===== src/rtl/lsu_pkg.sv =====
`default_nettype none
// ============================================================================
// lsu_pkg : load/store codes, LSU state encoding and the alignment check
// Rev 1.0
// ============================================================================
package lsu_pkg;

  localparam logic [3:0] LOAD_LW  = 4'b0000;
  localparam logic [3:0] LOAD_LB  = 4'b0001;
  localparam logic [3:0] LOAD_LBU = 4'b0010;
  localparam logic [3:0] LOAD_LH  = 4'b0011;
  localparam logic [3:0] LOAD_LHU = 4'b0100;

  localparam logic [1:0] STORE_SW = 2'b00;
  localparam logic [1:0] STORE_SB = 2'b01;
  localparam logic [1:0] STORE_SH = 2'b10;

  typedef enum logic [1:0] {
    IDLE = 2'b00,
    WAIT = 2'b01,
    DONE = 2'b10
  } lsu_state_e;

  // Unknown load/store codes fall back to word width, so they use the word rule.
  function automatic logic is_misaligned(input logic       we,
                                         input logic [3:0] load_sel,
                                         input logic [1:0] store_sel,
                                         input logic [1:0] off);
    logic byte_acc;
    logic half_acc;
    if (we) begin
      byte_acc = (store_sel == STORE_SB);
      half_acc = (store_sel == STORE_SH);
    end else begin
      byte_acc = (load_sel == LOAD_LB) || (load_sel == LOAD_LBU);
      half_acc = (load_sel == LOAD_LH) || (load_sel == LOAD_LHU);
    end
    if (byte_acc)      return 1'b0;
    else if (half_acc) return off[0];
    else               return (off != 2'b00);
  endfunction

endpackage
`default_nettype wire


===== src/rtl/lsu_mem_port_if.sv =====
`default_nettype none
// ============================================================================
// lsu_mem_port_if : request/ready data-memory port between LSU and memory
// Rev 1.0
// ============================================================================
interface lsu_mem_port_if #(
  parameter int AW = 32
) ();

  logic          m_req;
  logic          m_we;
  logic [3:0]    m_be;
  logic [AW-1:0] m_addr;
  logic [31:0]   m_wdata;
  logic [31:0]   m_rdata;
  logic          m_ready;

  modport master (
    output m_req, m_we, m_be, m_addr, m_wdata,
    input  m_rdata, m_ready
  );

  modport slave (
    input  m_req, m_we, m_be, m_addr, m_wdata,
    output m_rdata, m_ready
  );

endinterface
`default_nettype wire


===== src/rtl/lsu_lane.sv =====
`default_nettype none
// ============================================================================
// lsu_lane : byte-lane extraction/extension for loads, lane insertion for stores
// Rev 1.0
// ============================================================================
module lsu_lane
  import lsu_pkg::*;
(
  input  logic [31:0] ld_word,
  input  logic [1:0]  ld_off,
  input  logic [3:0]  ld_sel,
  output logic [31:0] ld_data,

  input  logic [31:0] st_data,
  input  logic [1:0]  st_off,
  input  logic [1:0]  st_sel,
  output logic [31:0] st_wdata,
  output logic [3:0]  st_be
);

  logic [7:0]  ld_byte;
  logic [15:0] ld_half;

  always_comb begin
    ld_byte = ld_word[{ld_off, 3'b000} +: 8];
    ld_half = ld_word[{ld_off[1], 4'b0000} +: 16];
    case (ld_sel)
      LOAD_LB:  ld_data = {{24{ld_byte[7]}}, ld_byte};
      LOAD_LBU: ld_data = {24'h000000, ld_byte};
      LOAD_LH:  ld_data = {{16{ld_half[15]}}, ld_half};
      LOAD_LHU: ld_data = {16'h0000, ld_half};
      LOAD_LW:  ld_data = ld_word;
      default:  ld_data = ld_word;
    endcase
  end

  // Sub-word stores replicate across lanes; the byte enables pick the real lane.
  always_comb begin
    case (st_sel)
      STORE_SB: begin
        st_wdata = {4{st_data[7:0]}};
        st_be    = 4'b0001 << st_off;
      end
      STORE_SH: begin
        st_wdata = {2{st_data[15:0]}};
        st_be    = st_off[1] ? 4'b1100 : 4'b0011;
      end
      STORE_SW: begin
        st_wdata = st_data;
        st_be    = 4'b1111;
      end
      default: begin
        st_wdata = st_data;
        st_be    = 4'b1111;
      end
    endcase
  end

endmodule
`default_nettype wire


===== src/rtl/lsu_mem_port.sv =====
`default_nettype none
// ============================================================================
// lsu_mem_port : multi-cycle load/store unit driving a variable-latency memory
// Rev 1.0
// ============================================================================
module lsu_mem_port
  import lsu_pkg::*;
#(
  parameter int TIMEOUT = 16,
  parameter int AW      = 32
) (
  input  logic          clk,
  input  logic          rst,
  input  logic          mem_read,
  input  logic          mem_write,
  input  logic [3:0]    load_sel,
  input  logic [1:0]    store_sel,
  input  logic [AW-1:0] addr,
  input  logic [31:0]   wdata,
  output logic [31:0]   rdata,
  output logic          done,
  output logic          stall,
  output logic          addr_err,
  output logic          bus_err,
  lsu_mem_port_if.master mem
);

  localparam logic [7:0] CNT_LAST = 8'(TIMEOUT - 1);

  lsu_state_e    state_q,    state_d;
  logic [7:0]    cnt_q,      cnt_d;
  logic [3:0]    sel_q,      sel_d;
  logic [1:0]    off_q,      off_d;
  logic          we_q,       we_d;
  logic [31:0]   rdata_q,    rdata_d;
  logic          done_q,     done_d;
  logic          addr_err_q, addr_err_d;
  logic          bus_err_q,  bus_err_d;
  logic          m_req_q,    m_req_d;
  logic          m_we_q,     m_we_d;
  logic [3:0]    m_be_q,     m_be_d;
  logic [AW-1:0] m_addr_q,   m_addr_d;
  logic [31:0]   m_wdata_q,  m_wdata_d;

  logic          access;
  logic          misaligned;
  logic [31:0]   ld_data;
  logic [31:0]   st_wdata;
  logic [3:0]    st_be;

  // Load side works on the captured offset/type; store side on live inputs at capture.
  lsu_lane u_lane (
    .ld_word  (mem.m_rdata),
    .ld_off   (off_q),
    .ld_sel   (sel_q),
    .ld_data  (ld_data),
    .st_data  (wdata),
    .st_off   (addr[1:0]),
    .st_sel   (store_sel),
    .st_wdata (st_wdata),
    .st_be    (st_be)
  );

  assign access     = mem_read | mem_write;
  assign misaligned = is_misaligned(mem_write, load_sel, store_sel, addr[1:0]);
  assign stall      = ((state_q == IDLE) & access & ~misaligned) | (state_q == WAIT);

  always_comb begin
    state_d    = state_q;
    cnt_d      = cnt_q;
    sel_d      = sel_q;
    off_d      = off_q;
    we_d       = we_q;
    rdata_d    = rdata_q;
    done_d     = 1'b0;
    addr_err_d = 1'b0;
    bus_err_d  = 1'b0;
    m_req_d    = m_req_q;
    m_we_d     = m_we_q;
    m_be_d     = m_be_q;
    m_addr_d   = m_addr_q;
    m_wdata_d  = m_wdata_q;

    case (state_q)
      IDLE: begin
        if (access) begin
          if (misaligned) begin
            addr_err_d = 1'b1;
          end else begin
            state_d   = WAIT;
            cnt_d     = 8'd0;
            sel_d     = load_sel;
            off_d     = addr[1:0];
            we_d      = mem_write;
            m_req_d   = 1'b1;
            m_we_d    = mem_write;
            m_be_d    = mem_write ? st_be : 4'b1111;
            m_addr_d  = {addr[AW-1:2], 2'b00};
            m_wdata_d = mem_write ? st_wdata : 32'h0;
          end
        end
      end
      WAIT: begin
        if (mem.m_ready) begin
          state_d = DONE;
          rdata_d = we_q ? 32'h0 : ld_data;
          m_req_d = 1'b0;
          done_d  = 1'b1;
        end else if (cnt_q == CNT_LAST) begin
          state_d   = DONE;
          rdata_d   = 32'h0;
          m_req_d   = 1'b0;
          done_d    = 1'b1;
          bus_err_d = 1'b1;
        end else if (cnt_q != 8'hFF) begin
          cnt_d = cnt_q + 8'd1;
        end
      end
      DONE:    state_d = IDLE;
      default: state_d = IDLE;
    endcase
  end

  always_ff @(posedge clk) begin
    if (rst) begin
      state_q    <= IDLE;
      cnt_q      <= 8'd0;
      sel_q      <= 4'd0;
      off_q      <= 2'd0;
      we_q       <= 1'b0;
      rdata_q    <= 32'h0;
      done_q     <= 1'b0;
      addr_err_q <= 1'b0;
      bus_err_q  <= 1'b0;
      m_req_q    <= 1'b0;
      m_we_q     <= 1'b0;
      m_be_q     <= 4'd0;
      m_addr_q   <= '0;
      m_wdata_q  <= 32'h0;
    end else begin
      state_q    <= state_d;
      cnt_q      <= cnt_d;
      sel_q      <= sel_d;
      off_q      <= off_d;
      we_q       <= we_d;
      rdata_q    <= rdata_d;
      done_q     <= done_d;
      addr_err_q <= addr_err_d;
      bus_err_q  <= bus_err_d;
      m_req_q    <= m_req_d;
      m_we_q     <= m_we_d;
      m_be_q     <= m_be_d;
      m_addr_q   <= m_addr_d;
      m_wdata_q  <= m_wdata_d;
    end
  end

  assign rdata       = rdata_q;
  assign done        = done_q;
  assign addr_err    = addr_err_q;
  assign bus_err     = bus_err_q;
  assign mem.m_req   = m_req_q;
  assign mem.m_we    = m_we_q;
  assign mem.m_be    = m_be_q;
  assign mem.m_addr  = m_addr_q;
  assign mem.m_wdata = m_wdata_q;

endmodule
`default_nettype wire


===== src/flat_wrapper.sv =====
// flat-port wrapper written by rule: the top's interface ports become plain ports
module lsu_mem_port_flat import lsu_pkg::*;
#(
  parameter int TIMEOUT = 16,
  parameter int AW      = 32
)
  (clk, rst, mem_read, mem_write, load_sel, store_sel, addr, wdata, rdata, done, stall, addr_err, bus_err, mem_m_req, mem_m_we, mem_m_be, mem_m_addr, mem_m_wdata, mem_m_rdata, mem_m_ready);
  lsu_mem_port_if #(.AW(AW)) mem_i ();
  input  logic clk;
  input  logic rst;
  input  logic mem_read;
  input  logic mem_write;
  input  logic [3:0] load_sel;
  input  logic [1:0] store_sel;
  input  logic [AW-1:0] addr;
  input  logic [31:0] wdata;
  output logic [31:0] rdata;
  output logic done;
  output logic stall;
  output logic addr_err;
  output logic bus_err;
  output wire logic [$bits(mem_i.m_req)-1:0] mem_m_req;
  output wire logic [$bits(mem_i.m_we)-1:0] mem_m_we;
  output wire logic [$bits(mem_i.m_be)-1:0] mem_m_be;
  output wire logic [$bits(mem_i.m_addr)-1:0] mem_m_addr;
  output wire logic [$bits(mem_i.m_wdata)-1:0] mem_m_wdata;
  input wire logic [$bits(mem_i.m_rdata)-1:0] mem_m_rdata;
  input wire logic [$bits(mem_i.m_ready)-1:0] mem_m_ready;
  assign mem_m_req = mem_i.m_req;
  assign mem_m_we = mem_i.m_we;
  assign mem_m_be = mem_i.m_be;
  assign mem_m_addr = mem_i.m_addr;
  assign mem_m_wdata = mem_i.m_wdata;
  assign mem_i.m_rdata = mem_m_rdata;
  assign mem_i.m_ready = mem_m_ready;
  lsu_mem_port #(.TIMEOUT(TIMEOUT), .AW(AW)) u_core (.clk(clk), .rst(rst), .mem_read(mem_read), .mem_write(mem_write), .load_sel(load_sel), .store_sel(store_sel), .addr(addr), .wdata(wdata), .rdata(rdata), .done(done), .stall(stall), .addr_err(addr_err), .bus_err(bus_err), .mem(mem_i));
endmodule

===== config.mk =====
export PLATFORM = sky130hd
export DESIGN_NAME = lsu_mem_port_flat
export DESIGN_NICKNAME = d
export VERILOG_FILES = /design/src/rtl/lsu_pkg.sv /design/src/rtl/lsu_mem_port_if.sv /design/src/rtl/lsu_lane.sv /design/src/rtl/lsu_mem_port.sv /design/src/flat_wrapper.sv
export SDC_FILE = /design/constraint.sdc
export NUM_CORES = 1
export LEC_CHECK = 0
export ABC_AREA = 1
export CAP_MARGIN = 20
export CORE_MARGIN = 1.5
export CORE_UTILIZATION = 56
export DETAILED_ROUTE_END_ITERATION = 7
export DONT_BUFFER_PORTS = 1
export PLACE_DENSITY = 0.76
export SYNTH_ARGS = -nofsm -noshare
export SYNTH_HDL_FRONTEND = slang
export SYNTH_SLANG_ARGS = --single-unit
export TNS_END_PERCENT = 50

===== constraint.sdc =====
create_clock -name clk -period 5.1 [get_ports clk]
set_clock_uncertainty 0.1 [all_clocks]
set_input_delay 0.51 -clock clk [delete_from_list [all_inputs] [get_ports clk]]
set_output_delay 0.51 -clock clk [all_outputs]
set_load 0.02 [all_outputs]

* Word-level counts from Yosys, hierarchy flattened
Cells that the tools add are included. Widths: inputs -> output; s select.
Storage, ports and cells: flip-flop bits (word level) 119, input bits 107, word-level logic and storage cells 90, output and inout port bits 106
Cells by class: eq/ne operators 19, shift operators 3, bitwise gates (word level) 8, add/sub/neg operators 1, reduce and logical (&&, ||, !) cells 14, mux-type cells 32
Operator list (number):
- $mux 32 | 4
- $pmux 32 s4 | 1
- $pmux 32 s2 | 1
- $mux 8 | 5
- $shiftx 32x6->16 | 1
- $shiftx 32x6->8 | 1
- $eq 4x2->1 const B | 4
- $pmux 8 s2 | 1
- $mux 1 | 11
- $add 8x1->8 const B | 1
- $eq 4x1->1 const B | 2
- $eq 4x3->1 const B | 2
- $eq 8x4->1 const B | 1
- $mux 2 | 4
- $mux 4 | 2
- $ne 2x2->1 const B | 4
- $ne 8x8->1 const B | 1
- $pmux 4 s2 | 1
- $reduce_and 3->1 | 2
- $reduce_and 6->1 | 1
- $reduce_bool 2->1 | 3
- $reduce_or 3->1 | 2
- $eq 2x1->1 const B | 2
- $not 1->1 | 4
- other kinds (13) | 16

* Depth between registers and ports, before layout
Gate-level depths: netlist (run 1).
depth after elaboration 8, gate-level depth with buffers 13

* Cells and area by module
Synthesis (run 1) repeated with hierarchy kept, for this count alone.
Unflattened totals: cells, all modules 891, area total of the unflattened synthesis 6173.4 µm²
By module, submodules not included:
- lsu_mem_port | area an instance 4832.1 µm², cells each 599, times used 1
- lsu_lane | area an instance 1341.3 µm², cells each 292, times used 1

* Worst setup path before layout (run 1)
No wires, ideal clock.
kind input to output, start point input port store_sel[1], end point output port stall, arrival time 1.628 ns, data required time 4.490 ns, slack 2.862 ns, cell stages on the path 10, path buffers 2, path through inv_1 -> ha_1 -> buf_2 -> nand2_1 -> inv_1 -> a31oi_4 -> nand2_4 -> nand2_2 -> buf_2 -> nand2_1
On the way: cells in the longest elaborated chain, start to end 7, elaborated cells on any way between the ends 9, those cells by class eq/ne: 2; mux: 4; bitwise: 3
Ends and longest elaborated chain:
- start: declaration | RTL line flat_wrapper.sv:14 | input logic [1:0] store_sel;
- $eq 2x2->1 | RTL line lsu_pkg.sv:33 | half_acc = (store_sel == STORE_SH);
- $mux 1 | RTL line lsu_pkg.sv:31 | if (we) begin
- $mux 1 | RTL line lsu_pkg.sv:39 | else if (half_acc) return off[0];
- $mux 1 * | RTL line lsu_pkg.sv:38 | if (byte_acc) return 1'b0;
- $not 1->1 (no source line) *
- $and 1x1->1 * | RTL line lsu_mem_port.sv:66 | assign stall = ((state_q == IDLE) & access & ~misaligned) | (state_q == WAIT);
- $or 1x1->1 * | RTL line lsu_mem_port.sv:66
- end: declaration | RTL line flat_wrapper.sv:19 | output logic stall;
Mark *: on every way between the ends. The rest lies on a longest branch, timed or not.

* Worst setup path in the final report (run 1)
start point register u_core.state_q[1], end point output port stall
On the way: cells in the longest elaborated chain, start to end 4, elaborated cells on any way between the ends 5, those cells by class eq/ne: 1; bitwise: 3; reduce/logical: 1
Ends and longest elaborated chain:
- start: declaration | RTL line lsu_mem_port.sv:30 | lsu_state_e state_q, state_d;
- start signal: assignment | RTL line lsu_mem_port.sv:141 | state_q <= state_d;
- $logic_not 2->1 | RTL line lsu_mem_port.sv:66
- $and 1x1->1 (2 in a row) | RTL line lsu_mem_port.sv:66
- $or 1x1->1 * | RTL line lsu_mem_port.sv:66
Marks and branches as above.

==> results by stage, run 1 <==
Route:
- The number of violations reported at the end of detailed-routing iteration 0 is 340.
- Before antenna repair, the detailed router went through 5 iterations.
- In the routed design, unresolved DRC markers number 0.
- The average routed wire per standard cell is between 15 and 20 um.
- In this run the remaining antenna-violating nets after routing total 0.
- The final layout contains routed wiring with a total length of between 15000 and 20000 um.
- The total vias in the final route is 5471.
- Using the TritonRoute via totals, the vias-per-cell ratio works out to 5.802.

Floorplanning:
- The I/O pin count is approximately 210.
- The width of the chip is between 100 and 150 um.
- The total core area is around 0.0099 mm2.
- The vertical die dimension is approximately 100 um.
- The placement row count is 36.
- The initial core utilization is 58.47%.
- The full die area is between 0.01 and 0.015 mm2.

Timing:
- In the post-route analysis, the smallest setup slack over all paths is 2.205 ns.
- The count of endpoints failing hold in the final timing report is 0.
- Measured against its own limit, the worst slew margin works out to a little under two fifths.
- Setup repair after global routing left no endpoint under its margin.
- The max-slew violation count is 0.
- The final critical path takes up 56.76% of the cycle.
- The tightest hold path in the finished design has a slack of 0.04380 ns.
- For this run, the top clock speed supported by timing is between 0.3 and 0.4 GHz.
- For the pin with the worst max-slew slack, the measured transition is 0.9370 ns.
- The worst path in the final design needs a cycle of 2.895 ns, including I/O delays and setup.
- Setup violations remaining at the end of the flow were counted as 0.
- Setup total negative slack on the finished layout was measured at 0 ns.

Global route:
- The first global-routing pass estimated approximately 25000 um of wire.
- The global-route usage over all layers is 29.12%.
- Summed over all layers, the global routing overflow is 0.
- The number of global-route vias before repair is between 5000 and 6000.
- The maximum number of pins on one net before global-route repair is a little under 80.
- The number of antenna violations at the first check in global routing was 0.

Clock tree:
- TritonCTS built the clock tree.
- TritonCTS created 17 clock buffers.
- The tree built by TritonCTS fans out to around 120 sinks.
- The clock passes through at most 2 buffers.
- Clock-pin slew was measured on the worst setup and hold paths at 0.06 ns.
- The clock root buffer is sky130_fd_sc_hd__clkbuf_8.
- The number of levels in the clock H-tree is 4.
- The worst-skew pair later-pin latency is between 0.5 and 0.6 ns.

Placement:
- The placement-stage cell area is roughly 0.0057 mm2.
- The routability congestion estimate is between 0.9 and 1.
- Before CTS, the worst setup slack after placement is 2.149 ns.
- The number of placed instances, taps included, is between 900 and 1000.
- Buffers placed on the I/O ports in this run total 0.
- The wire-length estimate of the detail-placed layout is 10720 um.

Run:
- The tool flagged a number of max-cap violations equal to 0.

Synthesis:
- In the synthesized netlist, the number of instances is ~830.
- The average cell area after synthesis is slightly below 7 um2.
- The distinct cell type count after synthesis is 37.
- The synthesized netlist occupies a cell area of ~0.0058 mm2.
- The post-synthesis cell type with the largest combined area is sky130_fd_sc_hd__dfxtp_1.
- In the post-synthesis netlist, the biggest area contributors are sky130_fd_sc_hd__dfxtp_1, sky130_fd_sc_hd__nand2_1, sky130_fd_sc_hd__a21oi_1.
- The area share of the leading cell type in the synthesized netlist is 41.30%.
- For this run, the number of Yosys warnings is 0.
- The number of synthesized register bits is about 120.
- The sequential element share of the synthesized area is 41.30%.

Worst hold path:
- The startpoint identified for the worst hold timing path is addr[9].
- The endpoint of the worst hold-timing path is u_core.mem.m_addr[9]$_SDFFE_PP0P_.
- Counting instances, the worst hold path has a depth of 2.
- The worst hold path belongs to the class primary input to register.

Worst setup path:
- The required arrival time at the worst endpoint is 4.49 ns.
- In this run the worst path has a maximum fanout of slightly above 70.
- The data arrival time of the critical path is about 2.3 ns.
- The worst setup path is of the register to primary output kind.
- The depth of the worst register-to-register path is 6.
- The worst register-to-register path ends at u_core.rdata[17]$_SDFFE_PP0P_.
- The launch point of the worst reg-to-reg path is u_core.off_q[1]$_SDFFE_PP0P_.
- STA classifies the critical path endpoint as a primary output.
- The category of the worst setup path launch point is a register.
- The flop-to-flop setup slack is 2.64 ns.

Power:
- Dividing total power by cell area gives a power density of between 400 and 500 mW/mm2.
- The cell leakage power is between 0.002 and 0.003 uW.
- The worst ir drop on vdd is 221.2 uV.

Finish:
- The post-layout net count is roughly 910.
- The number of antenna diodes in the final layout is 0.
- The post-layout instance count excluding filler cells is around 940.
- The total area of sequential cells is around 0.0024 mm2.
- The multi-input combinational cells in the finished layout cover a total of ~0.0028 mm2.
- The filler cell count is between 900 and 1000.
- The finished layout cell area is ~0.0063 mm2.
- The share of layout cells above drive strength 1 is between 6 and 7%.
- The synthesis-to-layout area growth is 8.764%.

Outcome:
- The run finished with clean final reports.
-- synth_stat cells (all sizes together) --
| master | n |
|---|---|
| buf | 33 |
| nor3 | 4 |
| nor4 | 2 |
| ha | 3 |
| o21a | 1 |
| clkbuf | 26 |
| inv | 64 |
| a21oi | 97 |
| nand3b | 10 |
| dfxtp | 119 |
| nand2 | 195 |
| a31oi | 10 |
| xor2 | 1 |
| conb | 1 |
| o21ai | 110 |
| nor3b | 2 |
| nand3 | 86 |
| nand4 | 5 |
| nor2 | 51 |
| mux2i | 8 |
| a211oi | 1 |
| or2 | 3 |
-- repair_timing --
action                                 4_1_cts  5_1_grt
endpoints found under the hold margin       79        0
resized for setup                            0        0
hold buffers                                 2        0
buffers inserted                             0        0
-- cell type report --
type / instances / share of cell area [%]
clock inverters: 15 / 2.692
flip-flops and latches: 119 / 37.97
well taps: 133 / 2.653
multi-input cells: 591 / 45.41
inverters: 64 / 3.829
repair buffers: 4 / 0.8377
clock buffers: 17 / 6.602
-- layout by cell type (no fill, tap or decap), drive strengths merged --
master	instances
nor3b	2
conb	2
bufinv	2
o21a	1
nand3	86
nand4	5
mux2i	8
inv	70
clkbuf	17
nand3b	10
nor4	2
a211oi	1
o21ai	110
clkinvlp	3
nor3	4
or2	3
a31oi	10
dfxtp	119
nand2	195
buf	3
ha	3
dlygate4sd3	1
nor2	51
xor2	1
a21oi	97
clkinv	4
-- where the power goes --
group,internal (uW),total [uW],switching (uW)
Combinational,100,332,232
Clock,706,1180,474
Sequential,985,1090,105
Total,1790,2600,810
-- how the worst max path moves through the flow --
stage,end,from,slack [ns]
2_1_floorplan,stall,store_sel[1],2.86
5_1_grt,stall,u_core.state_q[1]$_SDFFE_PP0P_,2.04
4_1_cts,stall,u_core.state_q[1]$_SDFFE_PP0P_,2.18
3_3_place_gp,u_core.mem.m_be[1]$_SDFFE_PP0P_,store_sel[0],2.25
6_report,stall,u_core.state_q[1]$_SDFFE_PP0P_,2.21
3_5_place_dp,u_core.mem.m_wdata[31]$_SDFFE_PP0P_,store_sel[0],2.15
-- cell families (layout without fill, tap and decap cells) --
| logic type | count (synthesis) | in the layout | synth area share (%) |
|---|---|---|---|
| other | 1 | 2 | 0.06501 |
| AOI/OAI and AO/OA | 219 | 219 | 19.63 |
| xor gates and xnor gates | 1 | 1 | 0.1519 |
| and+or+nand+nor | 358 | 358 | 27.44 |
| muxes | 8 | 8 | 1.388 |
| buffers and inverters | 123 | 100 | 9.371 |
| DFF | 119 | 119 | 41.30 |
| adders and majority gates | 3 | 3 | 0.6508 |
-- critical path, cell delays in order (launching register included) --
cell and delay (ns):
sky130_fd_sc_hd__dfxtp_1 0.32, sky130_fd_sc_hd__nor2_1 0.27, sky130_fd_sc_hd__nand2_1 0.17, sky130_fd_sc_hd__inv_2 0.07
sky130_fd_sc_hd__buf_4 0.57, sky130_fd_sc_hd__nand2_2 0.12, sky130_fd_sc_hd__nand2_1 0.23
-- through the flow --
stage | power [uW] | utilization [%]
after floorplan | 1381 | -
after global placement | 1414 | 57.31
after detailed placement | 1425 | 57.31
after CTS | 2615 | 63.60
after global routing | 2707 | 63.60
final | 2602 | 63.60
-- flip-flops by register name (all words and copies together) (netlist names), 2 cells and up --
signal,count
u_core.cnt_q,8
u_core.mem.m_addr,30
u_core.mem.m_be,4
u_core.mem.m_wdata,32
u_core.off_q,2
u_core.rdata,32
u_core.sel_q,4
u_core.state_q,2
-- routing by layer --
metal	share of wire (%)	track usage, %	vias to the layer above	wire length, um
li1	-	-	2690	-
met1	40	34.88	2482	6351
met2	46	45.39	261	7219
met3	11	13.10	38	1803
met4	2.7	11.71	0	422
met5	0	0	-	0
Note: power is estimated with default switching activity, not from simulation.
==> run 2: changes to the inputs <==
==> constraint.sdc (replaced) <==
create_clock -name clk -period 3 [get_ports clk]
set_clock_uncertainty 0.1 [all_clocks]
set_input_delay 0.3 -clock clk [delete_from_list [all_inputs] [get_ports clk]]
set_output_delay 0.3 -clock clk [all_outputs]
set_load 0.02 [all_outputs]
==> results by stage, run 2 (synthesis results as in run 1) <==
Route:
- The number of optimization iterations in the first detailed-route pass is 5 (unchanged).
- The post-detailed-route via-to-cell ratio came to 5.809 (+0.13%).
- The number of violations reported at the end of detailed-routing iteration 0 is 515 (+51%).
- The remaining routing DRC violations was 0 (unchanged).
- The final antenna-violating net count was 0 (unchanged).
- The final wirelength is 18030 um (+14%).
- The total vias in the final route is 6001 (+9.7%).
- The average routed wire per standard cell is 17.45 um (+4.2%).

Outcome:
- The flow ran to the end, and the final reports show no timing, DRC or antenna violations.

Timing:
- The setup TNS is 0 ns (unchanged).
- The timing-limited maximum frequency is around 0.4 GHz.
- The headroom to the max-slew limit is 44.32% (+6.9 points).
- Setup repair after global routing left no endpoint under its margin.
- The max-slew violation count came to 0 (unchanged).
- The portion of the clock cycle consumed by the worst path in the final layout is between 80% and 90%.
- The total of endpoints with negative setup slack in the final report is 0 (unchanged).
- The final worst hold slack came to 0.02258 ns (-0.02122 ns).
- The count of endpoints failing hold in the final timing report is 0 (unchanged).
- The clock period minus worst slack is roughly 2.6 ns.
- The transition at the pin with the smallest max-transition slack is 0.8343 ns (-0.1027 ns).

Global route:
- The aggregate global routing overflow is 0 (unchanged).
- The global-route usage over all layers came to 33.52% (+4.4 points).
- The number of antenna violations at the first check in global routing is 0 (unchanged).
- The global-route wire length before repair is 28960 um (+14%).
- The number of global-route vias before repair is 5834 (+14%).
- The maximum number of pins on one net before global-route repair is 80 (+1.3%).

Floorplanning:
- The total core area is 0.009864 mm2 (unchanged).
- The width of the chip came to 104.5 um (unchanged).
- The full die area is 0.01092 mm2 (unchanged).
- The I/O pin count was 213 (unchanged).
- The initial core utilization came to 58.47% (unchanged).
- The vertical die dimension was 104.5 um (unchanged).
- The placement row count is 36 (unchanged).

Worst setup path:
- The endpoint kind of the worst setup timing path is a register.
- The data arrival time of the critical path is 2.89 ns (+0.61 ns).
- The critical path is of the register to register type.
- The maximum fanout encountered on the critical timing path is 56 (-22%).
- The required arrival time at the worst endpoint is 3.32 ns (-1.17 ns).
- The category of the worst setup path launch point is a register.
- The startpoint identified for the worst register-to-register timing path is u_core.state_q[1]$_SDFFE_PP0P_.
- Tracing the worst setup path back leads to its startpoint at u_core.state_q[1]$_SDFFE_PP0P_.

Placement:
- The placement-stage cell area came to 0.005710 mm2 (+1.0%).
- The quantity of I/O buffers inserted on ports was 0 (unchanged).
- The final HPWL from detailed placement is 10880 um (+1.5%).
- The routability congestion estimate is 0.9052 (-2.3%).

Finish:
- The post-layout net count was 997 (+9.9%).
- The total area of sequential cells came to 0.002382 mm2 (unchanged).
- The finished layout cell area is 0.007148 mm2 (+14%).
- The library cell used most frequently in the layout, excluding fill and tap cells, is sky130_fd_sc_hd__nand2_1.
- The number of antenna cells inserted is 0 (unchanged).
- The share of layout cells above drive strength 1 was 6.000% (-0.67 points).
- The area growth from synthesis to layout is 23.93%.
- The filler cell count is 738 (-19%).
- The library cells used most frequently in the layout, excluding fill and tap cells, are sky130_fd_sc_hd__nand2_1, sky130_fd_sc_hd__dfxtp_1, sky130_fd_sc_hd__a21oi_1, sky130_fd_sc_hd__o21ai_0.
- The multi-input combinational cell area was 0.002849 mm2 (unchanged).

Clock tree:
- The clock buffer count from CTS came to 17 (unchanged).
- The largest buffer count on any clock path came to 2 (unchanged).
- The clock-pin slew on the worst setup and hold paths is 0.06 ns (about the same).
- The worst-skew pair later-pin latency came to 0.53 ns (about the same).
- The number of clock sinks seen by CTS came to 119 (unchanged).
- The total of cells resized after clock tree synthesis is 0 (unchanged).
- The number of levels in the clock H-tree is 4 (unchanged).
- The clock root buffer is sky130_fd_sc_hd__clkbuf_8.
- TritonCTS built the clock tree.

Worst hold path:
- The launch point of the worst hold path is wdata[25].
- The tightest min-delay check is of the primary input to register type.

Power:
- The worst ir drop on vdd is 393.7 uV (+78%).
- The cell leakage power is 0.002864 uW (+14%).
- The total power is 4473 uW (+72%).
- The ratio of total power to cell area is 625.8 mW/mm2 (+51%).

Run:
- The count of max-cap constraint violations was 0 (unchanged).
-- run 2: cell count changes in the layout (fill, tap and decap cells not counted), moves of 2 or more --
cell / change
sky130_fd_sc_hd__clkinv_4: -3
sky130_fd_sc_hd__buf_4: +5
sky130_fd_sc_hd__inv_6: -5
sky130_fd_sc_hd__clkbuf_1: +6
sky130_fd_sc_hd__dlygate4sd3_1: +84
sky130_fd_sc_hd__clkbuf_8: +2
-- run 2: through the flow --
stage | setup WS, ns | instances | util (%)
floorplan | 1.182 | 833 | -
global placement | 0.9142 | 915 | 57.89
detailed placement | 0.8618 | 915 | 57.89
CTS | 0.4312 | 1033 | 72.46
global route | 0.2226 | 1033 | 72.46
finish | 0.4285 | 1033 | 72.46
-- run 2: cell type report --
| cell class | instances | area share (%) |
|---|---|---|
| Multi-Input combinational cell | 591 | 39.86 |
| Sequential cell | 119 | 33.33 |
| Timing Repair Buffer | 94 | 13.30 |
| Clock buffer | 25 | 6.494 |
| Inverter | 64 | 3.361 |
| Tap cell | 133 | 2.328 |
| Clock inverter | 7 | 1.330 |
-- run 2: final timing paths --
check,end,slack (ns),cells after the start
hold / removal,u_core.mem.m_wdata[25]$_SDFFE_PP0P_,0.02,4
hold reg to reg,u_core.sel_q[0]$_SDFFE_PP0P_,0.41,2
setup reg to reg,u_core.mem.m_addr[17]$_SDFFE_PP0P_,0.43,8
setup / recovery,u_core.mem.m_addr[17]$_SDFFE_PP0P_,0.43,8
-- run 2: metal layers --
layer	vias up	part of all wire [%]	global-route usage, %
met5	-	0	0
met4	0	3.8	17.46
met3	60	9.8	11.03
li1	2869	-	-
met2	338	47	54.09
met1	2734	39	39.55
-- run 2: power by group --
part / internal (uW) / switching [uW] / leakage [uW]
combinational: 256 / 436 / 0.00164
sequential: 1680 / 178 / 0.000969
clock: 1220 / 703 / 0.000259
total: 3160 / 1320 / 0.00286
-- run 2: what timing repair did --
item                      4_1_cts  5_1_grt
setup buffers                   0        0
hold buffers                   86        0
hold endpoints to repair      115        0
-- run 2: worst max-delay path, stage by stage (launching register included) --
cell	delay (ns)
sky130_fd_sc_hd__dfxtp_1	0.32
sky130_fd_sc_hd__nor2_1	0.21
sky130_fd_sc_hd__nand2_1	0.15
sky130_fd_sc_hd__inv_2	0.32
sky130_fd_sc_hd__nand2_2	0.33
sky130_fd_sc_hd__buf_12	0.30
sky130_fd_sc_hd__nand2_1	0.09
sky130_fd_sc_hd__a21oi_1	0.06
sky130_fd_sc_hd__dlygate4sd3_1	0.56
==> run 3: changes to the inputs <==
--- a/config.mk
+++ b/config.mk
@@ -7,11 +7,13 @@
 export LEC_CHECK = 0
 export ABC_AREA = 1
 export CAP_MARGIN = 20
+export CELL_PAD_IN_SITES_DETAIL_PLACEMENT = 0
+export CELL_PAD_IN_SITES_GLOBAL_PLACEMENT = 1
 export CORE_MARGIN = 1.5
-export CORE_UTILIZATION = 56
+export CORE_UTILIZATION = 43
 export DETAILED_ROUTE_END_ITERATION = 7
 export DONT_BUFFER_PORTS = 1
-export PLACE_DENSITY = 0.76
+export PLACE_DENSITY = 0.83
 export SYNTH_ARGS = -nofsm -noshare
 export SYNTH_HDL_FRONTEND = slang
 export SYNTH_SLANG_ARGS = --single-unit
==> results by stage, run 3 (synthesis results as in run 1) <==
Outcome:
- The flow ran to the end, and the final reports show no timing, DRC or antenna violations.

Finish:
- The synthesis-to-layout area growth is 18.29%.
- The final core utilization was 51.73% (-21 points).
- The post-layout net count is 960 (-3.7%).
- The post-layout instance count excluding filler cells is 1039 (+0.58%).
- The filler cell count came to 1315 (+78%).
- Leaving out fill and tap cells, the most frequent cell in the layout is sky130_fd_sc_hd__nand2_1.
- The number of antenna cells inserted is 0 (unchanged).
- The share of layout cells above drive strength 1 came to 6.721% (+0.72 points).
- The total area of sequential cells came to 0.002382 mm2 (unchanged).
- The multi-input combinational cell area was 0.002849 mm2 (unchanged).
- The top cell types in the final layout, fill and taps aside, are sky130_fd_sc_hd__nand2_1, sky130_fd_sc_hd__dfxtp_1, sky130_fd_sc_hd__a21oi_1, sky130_fd_sc_hd__o21ai_0, sky130_fd_sc_hd__nand3_1.

Placement:
- The routability congestion estimate came to 0.9082 (+0.33%).
- The quantity of I/O buffers inserted on ports is 0 (unchanged).
- The post-placement worst setup slack is 0.7983 ns (-0.06350 ns).
- The final HPWL from detailed placement is 11210 um (+3.0%).
- The count of placed standard cells including taps is 959 (+4.8%).

Power:
- The ratio of total power to cell area is 643.4 mW/mm2 (+2.8%).
- The fraction of power spent switching nets is 29.48% (about the same).
- The fraction of power consumed by sequential logic is 42.1% (+0.6 points).
- The share of power burned in the clock network is 43.2% (about the same).
- The relative contribution of combinational cells to total power is 14.7% (-0.8 points).
- The internal power is 3096 uW (-1.9%).
- The worst ir drop on vdd is 341.1 uV (-13%).
- The net switching power is 1294 uW (-1.8%).
- The cell leakage power is 0.002732 uW (-4.6%).

Floorplanning:
- The placement row count was 42 (+17%).
- The initial core utilization is 43.73% (-15 points).
- The I/O pin count is 213 (unchanged).
- The width of the chip came to 118.8 um (+14%).
- The vertical die dimension was 118.8 um (+14%).
- The total core area came to 0.01319 mm2 (+34%).
- The full die area was 0.01412 mm2 (+29%).

Worst setup path:
- The most prevalent standard cell on the critical path is sky130_fd_sc_hd__nand2_1.
- The data arrival time of the critical path was 2.86 ns (-0.03 ns).
- The critical path class is register to register.
- The endpoint kind of the worst setup timing path is a register.
- The worst-path cell with the longest stage delay is sky130_fd_sc_hd__dlygate4sd3_1.
- The worst setup path is launched from a register.
- The maximum fanout encountered on the critical timing path is 49 (-13%).
- The stage delay of the slowest cell on the critical path is 0.56 ns (about the same).
- The required arrival time at the worst endpoint is 3.19 ns (-0.13 ns).
- Walking the worst path, the cells encountered are nor2_1 -> nand2_1 -> inv_2 -> nand2_2 -> buf_12 -> nand2_1 -> a21oi_1 -> dlygate4sd3_1.

Global route:
- The number of antenna violations at the first check in global routing is 0 (unchanged).
- The number of global-route vias before repair is 5109 (-12%).
- The global-route usage over all layers was 23.74% (-9.8 points).
- The global-route wire length before repair is 26680 um (-7.9%).
- The maximum number of pins on one net before global-route repair came to 80 (unchanged).
- The aggregate global routing overflow is 0 (unchanged).

Timing:
- The headroom to the max-slew limit is 47.15% (+2.8 points).
- The max-slew violation count was 0 (unchanged).
- The total of endpoints with negative setup slack in the final report came to 0 (unchanged).
- The count of endpoints failing hold in the final timing report is 0 (unchanged).
- The timing-limited maximum frequency was 0.3745 GHz (-3.7%).
- The setup TNS is 0 ns (unchanged).
- The portion of the clock cycle consumed by the worst path in the final layout is 89.02% (+3.3 points).
- Setup repair after global routing left no endpoint under its margin.
- The transition at the pin with the smallest max-transition slack was 0.7919 ns (-0.04243 ns).
- The setup slack of the critical path after layout is 0.3295 ns (-0.09896 ns).
- The clock period minus worst slack is 2.670 ns (+0.09896 ns).

Route:
- The total length of routed met3 wires is 1595 um (-9.8%).
- The post-detailed-route via-to-cell ratio is 5.373 (-7.5%).
- The average routed wire per standard cell is 16.38 um (-6.2%).
- The total vias in the final route came to 5583 (-7.0%).
- The number of violations reported at the end of detailed-routing iteration 0 was 477 (-7.4%).
- The final wirelength came to 17020 um (-5.6%).
- The remaining routing DRC violations was 0 (unchanged).
- Signal routing reaches up to met4.
- The final antenna-violating net count is 0 (unchanged).
- The total met2 wirelength after detailed routing came to 7816 um (-8.4%).
- The number of optimization iterations in the first detailed-route pass was 6 (+1).
- The post-route met1 wirelength came to 7329 um (+4.0%).

Clock tree:
- The number of clock sinks seen by CTS came to 119 (unchanged).
- The clock tree from TritonCTS is yes.
- The clock-pin slew on the worst setup and hold paths is 0.06 ns (about the same).
- The worst-skew pair later-pin latency is 0.41 ns (-0.12 ns).
- The number of levels in the clock H-tree was 4 (unchanged).
- The total of cells resized after clock tree synthesis is 0 (unchanged).
- The clock root buffer is sky130_fd_sc_hd__clkbuf_16.
- The clock buffer count from CTS is 17 (unchanged).
- The largest buffer count on any clock path was 2 (unchanged).

Worst hold path:
- The worst hold path belongs to the class primary input to register.

Run:
- The count of max-cap constraint violations was 0 (unchanged).
==> run 3: worst max-delay path, delay by kind of cell, from the launching register on <==
family	cells	cell delay, ns
buf+inv	3	1.18
simple gates	4	0.85
flops	1	0.32
compound gates	1	0.05
==> run 3: final timing paths <==
path / startpoint / end / slack (ns) / depth (start not counted)
setup / recovery: u_core.state_q[1]$_SDFFE_PP0P_ / u_core.mem.m_addr[19]$_SDFFE_PP0P_ / 0.33 / 8
hold / removal: mem_m_rdata[4] / u_core.rdata[4]$_SDFFE_PP0P_ / 0.02 / 4
setup reg to reg: u_core.state_q[1]$_SDFFE_PP0P_ / u_core.mem.m_addr[19]$_SDFFE_PP0P_ / 0.33 / 8
hold reg to reg: u_core.sel_q[2]$_SDFFE_PP0P_ / u_core.sel_q[2]$_SDFFE_PP0P_ / 0.40 / 2
==> run 3: routing by layer <==
metal  track usage, %  up-vias
met5                0        -
met4            8.283        0
met3            7.998       25
met2            37.50      259
met1            30.36     2506
li1                 -     2793
==> run 3: final cells by class <==
cell class	count	area share, %
clock buffer	23	7.005
tap	176	3.228
clock inverter	9	1.100
multi-input combinational	591	41.76
sequential	119	34.92
timing repair buffer	57	8.472
inverter	64	3.521
==> run 3: what timing repair did <==
item | 4_1_cts | 5_1_grt
endpoints found under the hold margin | 90 | 0
hold buffers | 48 | 0
setup buffers | 0 | 0
==> run 3: per-stage QoR <==
step | hold slack, ns | total power [uW] | cell area, um2
2_1_floorplan | 0.2785 | 2347 | 5772
3_3_place_gp | 0.2749 | 2434 | 5772
3_5_place_dp | 0.2789 | 2444 | 5772
4_1_cts | 0.0008862 | 4422 | 6823
5_1_grt | 0.01116 | 4585 | 6823
6_report | 0.01635 | 4390 | 6823
==> run 3: power by group through the flow <==
stage | Combinational (uW) | Clock [uW] | Sequential (uW)
floorplan | 495 | 0 | 1850
detailed placement | 565 | 0 | 1880
finish | 644 | 1900 | 1850
CTS | 638 | 1940 | 1850
global placement | 555 | 0 | 1880
global route | 727 | 2000 | 1860
